$ cat src/rtl/ikaopll_wrseq_if.sv
// Request side of the IKAOPLL write sequencer: push handshake, payload and flush.
// The sound driver owns the master modport, the sequencer the slave modport.
interface ikaopll_wrseq_if;
    logic       i_REQ_VALID;
    logic       o_REQ_READY;
    logic [7:0] i_REQ_ADDR;
    logic [7:0] i_REQ_DATA;
    logic       i_FLUSH;

    modport master (
        output i_REQ_VALID,
        output i_REQ_ADDR,
        output i_REQ_DATA,
        output i_FLUSH,
        input  o_REQ_READY
    );

    modport slave (
        input  i_REQ_VALID,
        input  i_REQ_ADDR,
        input  i_REQ_DATA,
        input  i_FLUSH,
        output o_REQ_READY
    );
endinterface

$ cat src/rtl/ikaopll_wrseq.sv
// Buffers (address, data) register writes and replays them onto the IKAOPLL CPU bus,
// with the chip's strobe widths and recovery gaps timed in enabled phiM cycles.
//
// state  | meaning
// IDLE   | bus released; pops the head entry once it is available
// ASTB   | address strobe low, A0=0, D=address
// AWAIT  | strobes high, address-phase recovery
// DSTB   | data strobe low, A0=1, D=data
// DWAIT  | strobes high, data-phase recovery
module ikaopll_wrseq #(
    parameter int FIFO_DEPTH_LOG2 = 3,
    parameter int STROBE_LEN      = 4,
    parameter int ADDR_WAIT       = 12,
    parameter int DATA_WAIT       = 84
) (
    input  logic                     i_EMUCLK,
    input  logic                     i_RST_n,
    input  logic                     i_phiM_PCEN_n,
    ikaopll_wrseq_if.slave           req,
    output logic                     o_BUSY,
    output logic [FIFO_DEPTH_LOG2:0] o_LEVEL,
    output logic                     o_CS_n,
    output logic                     o_WR_n,
    output logic                     o_A0,
    output logic [7:0]               o_D
);

    localparam int DEPTH = 1 << FIFO_DEPTH_LOG2;
    localparam logic [7:0] STB_LOAD = 8'(STROBE_LEN - 1);
    localparam logic [7:0] AW_LOAD  = 8'(ADDR_WAIT - 1);
    localparam logic [7:0] DW_LOAD  = 8'(DATA_WAIT - 1);

    typedef enum logic [2:0] {
        S_IDLE  = 3'd0,
        S_ASTB  = 3'd1,
        S_AWAIT = 3'd2,
        S_DSTB  = 3'd3,
        S_DWAIT = 3'd4
    } state_t;

    logic [15:0]                mem_q [DEPTH];
    logic [FIFO_DEPTH_LOG2-1:0] wr_ptr_q, wr_ptr_d;
    logic [FIFO_DEPTH_LOG2-1:0] rd_ptr_q, rd_ptr_d;
    logic [FIFO_DEPTH_LOG2:0]   level_q, level_d;
    logic                       avail_q, avail_d;

    state_t     state_q, state_d;
    logic [7:0] cnt_q, cnt_d;
    logic [7:0] addr_q, addr_d;
    logic [7:0] data_q, data_d;
    logic       cs_n_q, cs_n_d;
    logic       a0_q, a0_d;
    logic [7:0] d_q, d_d;

    logic enable;
    logic full;
    logic ready;
    logic push;
    logic pop;

    assign enable = ~i_phiM_PCEN_n;
    // level never exceeds DEPTH, so its MSB alone marks full
    assign full   = level_q[FIFO_DEPTH_LOG2];
    assign ready  = ~full & ~req.i_FLUSH;
    assign push   = req.i_REQ_VALID & ready;
    // an entry becomes poppable one clock after it lands (avail_q lags the level)
    assign pop    = enable & (state_q == S_IDLE) & avail_q & (level_q != '0) & ~req.i_FLUSH;

    assign req.o_REQ_READY = ready;
    assign o_LEVEL = level_q;
    assign o_BUSY  = (state_q != S_IDLE) | (level_q != '0);
    assign o_CS_n  = cs_n_q;
    assign o_WR_n  = cs_n_q;
    assign o_A0    = a0_q;
    assign o_D     = d_q;

    always_comb begin
        wr_ptr_d = wr_ptr_q;
        rd_ptr_d = rd_ptr_q;
        level_d  = level_q;
        avail_d  = (level_q != '0) & ~req.i_FLUSH;
        if (req.i_FLUSH) begin
            wr_ptr_d = '0;
            rd_ptr_d = '0;
            level_d  = '0;
        end else begin
            if (push) wr_ptr_d = wr_ptr_q + 1'b1;
            if (pop)  rd_ptr_d = rd_ptr_q + 1'b1;
            case ({push, pop})
                2'b10:   level_d = level_q + 1'b1;
                2'b01:   level_d = level_q - 1'b1;
                default: level_d = level_q;
            endcase
        end
    end

    always_ff @(posedge i_EMUCLK) begin
        if (push) mem_q[wr_ptr_q] <= {req.i_REQ_ADDR, req.i_REQ_DATA};
    end

    always_comb begin
        state_d = state_q;
        cnt_d   = cnt_q;
        addr_d  = addr_q;
        data_d  = data_q;
        if (enable) begin
            case (state_q)
                S_IDLE: begin
                    if (pop) begin
                        {addr_d, data_d} = mem_q[rd_ptr_q];
                        cnt_d   = STB_LOAD;
                        state_d = S_ASTB;
                    end
                end
                S_ASTB: begin
                    if (cnt_q == '0) begin
                        cnt_d   = AW_LOAD;
                        state_d = S_AWAIT;
                    end else begin
                        cnt_d = cnt_q - 1'b1;
                    end
                end
                S_AWAIT: begin
                    if (cnt_q == '0) begin
                        cnt_d   = STB_LOAD;
                        state_d = S_DSTB;
                    end else begin
                        cnt_d = cnt_q - 1'b1;
                    end
                end
                S_DSTB: begin
                    if (cnt_q == '0) begin
                        cnt_d   = DW_LOAD;
                        state_d = S_DWAIT;
                    end else begin
                        cnt_d = cnt_q - 1'b1;
                    end
                end
                S_DWAIT: begin
                    if (cnt_q == '0) begin
                        state_d = S_IDLE;
                    end else begin
                        cnt_d = cnt_q - 1'b1;
                    end
                end
                default: state_d = S_IDLE;
            endcase
        end
    end

    // bus pins decode from the next state; A0/D move only on strobe entry
    always_comb begin
        cs_n_d = ~((state_d == S_ASTB) | (state_d == S_DSTB));
        a0_d   = a0_q;
        d_d    = d_q;
        if (state_d == S_ASTB) begin
            a0_d = 1'b0;
            d_d  = addr_d;
        end else if (state_d == S_DSTB) begin
            a0_d = 1'b1;
            d_d  = data_d;
        end
    end

    always_ff @(posedge i_EMUCLK or negedge i_RST_n) begin
        if (!i_RST_n) begin
            wr_ptr_q <= '0;
            rd_ptr_q <= '0;
            level_q  <= '0;
            avail_q  <= 1'b0;
            state_q  <= S_IDLE;
            cnt_q    <= '0;
            addr_q   <= '0;
            data_q   <= '0;
            cs_n_q   <= 1'b1;
            a0_q     <= 1'b0;
            d_q      <= '0;
        end else begin
            wr_ptr_q <= wr_ptr_d;
            rd_ptr_q <= rd_ptr_d;
            level_q  <= level_d;
            avail_q  <= avail_d;
            state_q  <= state_d;
            cnt_q    <= cnt_d;
            addr_q   <= addr_d;
            data_q   <= data_d;
            cs_n_q   <= cs_n_d;
            a0_q     <= a0_d;
            d_q      <= d_d;
        end
    end

endmodule
$ cat src/flat_wrapper.sv
// flat-port wrapper written by rule: the top's interface ports become plain ports
module ikaopll_wrseq_flat 
#(
    parameter int FIFO_DEPTH_LOG2 = 3,
    parameter int STROBE_LEN      = 4,
    parameter int ADDR_WAIT       = 12,
    parameter int DATA_WAIT       = 84
)
  (i_EMUCLK, i_RST_n, i_phiM_PCEN_n, o_BUSY, o_LEVEL, o_CS_n, o_WR_n, o_A0, o_D, req_i_REQ_VALID, req_i_REQ_ADDR, req_i_REQ_DATA, req_i_FLUSH, req_o_REQ_READY);
  ikaopll_wrseq_if req_i ();
  input  logic i_EMUCLK;
  input  logic i_RST_n;
  input  logic i_phiM_PCEN_n;
  output logic o_BUSY;
  output logic [FIFO_DEPTH_LOG2:0] o_LEVEL;
  output logic o_CS_n;
  output logic o_WR_n;
  output logic o_A0;
  output logic [7:0] o_D;
  input wire logic [$bits(req_i.i_REQ_VALID)-1:0] req_i_REQ_VALID;
  input wire logic [$bits(req_i.i_REQ_ADDR)-1:0] req_i_REQ_ADDR;
  input wire logic [$bits(req_i.i_REQ_DATA)-1:0] req_i_REQ_DATA;
  input wire logic [$bits(req_i.i_FLUSH)-1:0] req_i_FLUSH;
  output wire logic [$bits(req_i.o_REQ_READY)-1:0] req_o_REQ_READY;
  assign req_i.i_REQ_VALID = req_i_REQ_VALID;
  assign req_i.i_REQ_ADDR = req_i_REQ_ADDR;
  assign req_i.i_REQ_DATA = req_i_REQ_DATA;
  assign req_i.i_FLUSH = req_i_FLUSH;
  assign req_o_REQ_READY = req_i.o_REQ_READY;
  ikaopll_wrseq #(.FIFO_DEPTH_LOG2(FIFO_DEPTH_LOG2), .STROBE_LEN(STROBE_LEN), .ADDR_WAIT(ADDR_WAIT), .DATA_WAIT(DATA_WAIT)) u_core (.i_EMUCLK(i_EMUCLK), .i_RST_n(i_RST_n), .i_phiM_PCEN_n(i_phiM_PCEN_n), .req(req_i), .o_BUSY(o_BUSY), .o_LEVEL(o_LEVEL), .o_CS_n(o_CS_n), .o_WR_n(o_WR_n), .o_A0(o_A0), .o_D(o_D));
endmodule
$ cat config.mk
export PLATFORM = sky130hd
export DESIGN_NAME = ikaopll_wrseq_flat
export DESIGN_NICKNAME = d
export VERILOG_FILES = /design/src/rtl/ikaopll_wrseq_if.sv /design/src/rtl/ikaopll_wrseq.sv /design/src/flat_wrapper.sv
export SDC_FILE = /design/constraint.sdc
export NUM_CORES = 1
export LEC_CHECK = 0
export CAP_MARGIN = 20
export CORE_MARGIN = 4
export CORE_UTILIZATION = 57
export DETAILED_ROUTE_END_ITERATION = 6
export PLACE_DENSITY_LB_ADDON = 0.3
export SLEW_MARGIN = 20
export SYNTH_ARGS = -nofsm -noshare
export SYNTH_HDL_FRONTEND = slang
export SYNTH_SLANG_ARGS = --single-unit
$ cat constraint.sdc
create_clock -name i_EMUCLK -period 8.23 [get_ports i_EMUCLK]
set_input_delay 2.469 -clock i_EMUCLK [delete_from_list [all_inputs] [get_ports i_EMUCLK]]
set_output_delay 2.469 -clock i_EMUCLK [all_outputs]
set_load 0.02 [all_outputs]
==> results of run 1 <==
==> layer usage <==
metal / up-vias / global-route usage [%] / share of wire, %
li1: 1813 / - / -
met1: 1984 / 25.5 / 42
met2: 90 / 32.2 / 52
met3: 4 / 4.57 / 5.3
met4: 0 / 6.09 / 0.35
met5: - / 0 / 0
==> power breakdown <==
group / leakage (nW) / internal [mW] / switching [mW]
Clock: 0.268 / 0.421 / 0.335
Sequential: 1.77 / 1.05 / 0.0612
Combinational: 0.879 / 0.200 / 0.248
Total: 2.91 / 1.67 / 0.645
==> flip-flops by register name (all words and copies together), names as in the netlist <==
signal           flops
u_core.addr_q        8
u_core.avail_q       1
u_core.cnt_q         8
u_core.data_q        8
u_core.mem_q       128
u_core.o_A0          1
u_core.o_CS_n        1
u_core.o_D           8
u_core.o_LEVEL       4
u_core.rd_ptr_q      3
u_core.state_q       3
u_core.wr_ptr_q      3
==> kinds of logic (layout without fill, tap and decap cells) <==
group           count (synthesis)  count (layout)
compound gates                 53              53
xor+xnor                       10              10
fa+ha+maj                       6               6
buf+inv                        41              94
flops                         176             176
mux                            71              71
simple gates                   94              94
==> placed cells by master, fill, tap and decap left out, drive strengths merged, types with 11 or more instances in the layout <==
cell,instances
dfrtp,47
a21oi,21
clkbuf,18
buf,11
edfxtp,128
nand2,13
mux2i,38
nor2,42
inv,18
o21ai,12
clkdlybuf4s50,36
mux4,32
==> tightest hold or removal path: stages, from the launching register on <==
cell and delay, ps:
dfrtp_1 370, inv_1 50, mux2i_1 50
==> area by class of cell <==
type / count / share of cell area [%]
clock buffer: 18 / 5.08
timing repair buffer: 47 / 5.25
inverter: 15 / 0.667
multi-input combinational: 234 / 25.1
clock inverter: 14 / 1.57
sequential: 176 / 59.8
tap: 172 / 2.55
==> how the worst min path moves through the flow <==
stage                     slack (ps)  cells after the start             from         endpoint
after floorplan                  490                      1  u_core.cnt_q[7]  u_core.cnt_q[7]
after global placement           500                      1      u_core.o_A0      u_core.o_A0
after detailed placement         510                      2    u_core.o_D[3]    u_core.o_D[3]
after CTS                        520                      2    u_core.o_D[4]    u_core.o_D[4]
after global routing             550                      1      u_core.o_A0      u_core.o_A0
final                            520                      2    u_core.o_D[4]    u_core.o_D[4]
==> stage by stage <==
stage | worst slack (ps) | hold slack [ps]
2_1_floorplan | 2950 | 488
3_3_place_gp | 1690 | 498
3_5_place_dp | 1640 | 509
5_1_grt | 1580 | 555
6_report | 1630 | 516
4_1_cts | 1640 | 520
==> results.cfg, run 1 <==
[critical_path]
cp-startpoint = req_i_FLUSH
cp_top_family = buffers and inverters
endpoint_kind = output port
timing.rr.start = u_core.state_q[1]
crit_cells = 3
crit_top_cell = clkdlybuf4s50_1
max_stage_delay_ps = 710
worst-path-buf-inv = 2
r2r_setup_slack_ps = 5300
endpoint = req_o_REQ_READY
reg2reg_depth = 10
r2r-end = u_core.o_LEVEL[3]
worstPathMaxFanout = 15
path_cells = clkdlybuf4s50_1 > nor2_1 > clkdlybuf4s50_1
crit_required_ps = 5760
critical_path_class = input port to output port
cpMaxStageDelayCell = clkdlybuf4s50_1
cp.arrival_ps = 4130
critPathLaunchType = input port

[detailed_routing]
avgViaCountPerCell = 5.76
vias = 3891
drtAntennaViolNets = 0
drt_wl_total_mm = 13.0
wl_per_cell_um = 19.2
drc = 0
drt-initial-drc-count = 367
dr.pass1.iters = 5

[pwr]
p_leak_nw = 2.91
vdd_ir_drop_max_uv = 174
finalPower_mw = 2.31
powerDensity_mw_per_mm2 = 274

[synth]
synthDistinctLibCells = 49
synth_mux_area_share_pct = 15.2
synth_most_common_cell = edfxtp_1
yosys.area_share.adder_pct = 1.02
syn_area_mm2 = 0.00733
synth_edf_count = 128
synth_top_area_share_pct = 52.4
synth_simple_gate_area_share_pct = 6.58
async_flop_share_pct = 27.3
syn_inst = 451
synth_commonest_cells = edfxtp_1 (128), dfrtp_1 (47), nor2_1 (41), mux2i_1 (38), mux4_2 (32)
ys_warn_count = 0
synth_ff_type = edfxtp_1
syn_nets = 478
synth-seq-area-share_pct = 68.8
synth_area_leaders = edfxtp_1 (52%), dfrtp_1 (16%), mux4_2 (9.8%)
synth_compound_area_share_pct = 4.57
avgSynthCellArea_um2 = 16.3
netlist.top_cell.by_area = edfxtp_1
synth_top_family_by_area = multiplexers
ys_ff_latch = 176
synthXorXnorAreaFrac_pct = 1.19

[finish]
stdcell_count = 676
diodes = 0
design_area_mm2 = 0.00844
layout-drive-gt1-share_pct = 16.9
final_util_pct = 66.9
layout.nets = 518
fillCellCount = 878
area.growth.synth_to_final_pct = 15.1
regArea_mm2 = 0.00505
multiInputGateArea_mm2 = 0.00212

[cts]
clock_latency_ps = 430
h-tree-depth = 4
cts.sinks = 176
clk_pin_slew_ps = 60
post_cts_buffers = 0
cts_tree = built
post_cts_resized = 0
cts_hold_buffers = 0
root_buffer = clkbuf_16
cts-buffers-inserted = 17
clk_path_buf_depth = 2

[die]
die_h_um = 121
die-area_mm2 = 0.0147
num_rows = 41
io_pins = 38
start_util_pct = 58.1
die_width_um = 121
core_area_mm2 = 0.0126

[timing]
finalSetupTns_ps = 0
slew_headroom_pct = 29.6
max_freq_ghz = 0.151
skew_ps = 23.0
period_needed_ps = 6600
grt_setup_unrepaired = no
worst_slew_pin_slew_ps = 1060
slew_violations = 0
hold_viol = 0
finalSetupViolCount = 0
period_share_pct = 80.2

[grt]
antenna_found_initial = 0
grt-ovfl-total = 0
grt_pass1_wl_mm = 21.1
grt_max_degree = 49
grt_pass1_vias = 4050
grt_use_total_pct = 19.3

[place]
gp_congestion = 0.806
portBuffers = 37
place_inst = 644
dpl_cell_area_mm2 = 0.00788
hpwl_mm = 7.95

[run_status]
outcome = completed

[min_path]
hp-class = register to register

[flow_run]
maxCapViolations = 0
Power figures use the tool's default switching activity.
==> run 2, diff against run 1 <==
==> constraint.sdc (replaced) <==
create_clock -name i_EMUCLK -period 6.39 [get_ports i_EMUCLK]
set_input_delay 1.917 -clock i_EMUCLK [delete_from_list [all_inputs] [get_ports i_EMUCLK]]
set_output_delay 1.917 -clock i_EMUCLK [all_outputs]
set_load 0.02 [all_outputs]
==> run 2 against run 1 <==
Net effect: non-clock buffer count is 1 higher; clock power is 36% higher; core utilization is 0.30 points higher; combinational power is 31% higher; cell area is 0.44% higher; clock skew is 15 ps lower; routed wire length is 4.0% higher; critical path depth is 1 higher; total power is 32% higher; sequential power is 29% higher; first-iteration DRC count is 22% higher; flip-flop and latch count stayed put.
==> results.cfg, run 2 (synthesis gave the netlist of run 1 again) <==
[run_status]
outcome = completed

[pwr]
vdd_ir_drop_max_uv = 304
p_leak_nw = 2.93
powerDensity_mw_per_mm2 = 360

[die]
die_h_um = 121
core_area_mm2 = 0.0126
io_pins = 38
num_rows = 41
start_util_pct = 58.1
die_width_um = 121
die-area_mm2 = 0.0147

[cts]
cts_hold_buffers = 0
cts_tree = built
cts-buffers-inserted = 17
post_cts_resized = 0
post_cts_buffers = 0
clock_latency_ps = 430
cts.sinks = 176
clk_path_buf_depth = 2
h-tree-depth = 4
clk_pin_slew_ps = 60
root_buffer = clkbuf_16

[finish]
layout-drive-gt1-share_pct = 16.4
fillCellCount = 865
layout.nets = 519
largest_register_ffs = 128
final_util_pct = 67.2
top_register = u_core.mem_q
final_cell_mix = edfxtp_1 (128), dfrtp_1 (45), nor2_1 (41)
stdcell_count = 677
design_area_mm2 = 0.00848
area.growth.synth_to_final_pct = 15.6
diodes = 0
layout_commonest_cell = edfxtp_1

[grt]
grt_max_degree = 49
antenna_found_initial = 0
grt_pass1_vias = 3968
grt_use_total_pct = 20.0
grt_pass1_wl_mm = 21.5
grt-ovfl-total = 0

[detailed_routing]
wl_per_cell_um = 19.9
drc = 0
avgViaCountPerCell = 5.83
vias = 3947
drt_wl_total_mm = 13.5
dr.pass1.iters = 5
drt-initial-drc-count = 446
drtAntennaViolNets = 0

[timing]
finalSetupTns_ps = 0
skew_ps = 7.65
worst_slew_pin_slew_ps = 1120
hold_viol = 0
finalSetupViolCount = 0
slew_headroom_pct = 25.4
slew_violations = 0
period_needed_ps = 5250
period_share_pct = 82.2
max_freq_ghz = 0.190
worst_hold_slack_ps = 513
grt_setup_unrepaired = no

[place]
dpl_cell_area_mm2 = 0.00789
gp_congestion = 0.809
place_inst = 645
hpwl_mm = 8.19
portBuffers = 37

[critical_path]
r2r_setup_slack_ps = 3490
cp.arrival_ps = 3340
endpoint_kind = output port
critPathLaunchType = input port
crit_required_ps = 4470
worstPathMaxFanout = 15
critical_path_class = input port to output port

[flow_run]
maxCapViolations = 0

[min_path]
hp-class = register to register
[run 2: changes by cell type in the layout (fill, tap and decap cells not counted)]
cell,delta
clkinv_4,-3
bufinv_16,+2
buf_4,+1
clkbuf_1,+1
clkinv_2,-2
inv_6,+2
clkinv_1,+2
inv_8,-2
[run 2: final timing paths]
kind                                   start            endpoint  cells past startpoint
max                              req_i_FLUSH     req_o_REQ_READY                      4
max reg2reg                u_core.state_q[1]   u_core.o_LEVEL[3]                     10
max in group asynchronous            i_RST_n  u_core.rd_ptr_q[1]                      1
min reg2reg                      u_core.o_A0         u_core.o_A0                      1
min in group asynchronous            i_RST_n     u_core.cnt_q[5]                      1
min                              u_core.o_A0         u_core.o_A0                      1
[run 2: per-layer routing]
metal | track usage (%) | part of all wire (%) | wire (um) | up-vias
met3 | 5.17 | 4.5 | 604 | 15
met4 | 7.63 | 1.5 | 207 | 0
li1 | - | - | - | 1809
met2 | 31.7 | 51 | 6860 | 102
met1 | 26.9 | 43 | 5820 | 2021
met5 | 0 | 0 | 0 | -
[run 2: per-stage QoR]
stage	total power [mW]	worst slack, ps
global route	3.20	1060
CTS	3.07	1120
global placement	2.01	1180
detailed placement	2.04	1120
finish	3.05	1140
floorplan	1.85	2220
[run 2: power by group]
group          leakage, nW  switching, mW  internal (mW)  total (mW)
Sequential            1.77         0.0814           1.35        1.43
Combinational        0.884          0.328          0.258       0.587
Clock                0.278          0.418          0.615        1.03
[run 2: cell type report]
cell class / count / area, um2 / share of cell area, %
Clock buffer: 19 / 433 / 5.10
Clock inverter: 13 / 159 / 1.87
Inverter: 15 / 56.3 / 0.664
Multi-Input combinational cell: 234 / 2120 / 25.0
Sequential cell: 176 / 5050 / 59.5
Tap cell: 172 / 215 / 2.54
Timing Repair Buffer: 48 / 450 / 5.31
[run 2: worst max-delay path, stage by stage]
cell             delay [ps]
clkdlybuf4s50_1         390
buf_4                   190
nor2_1                  190
clkdlybuf4s50_1         640
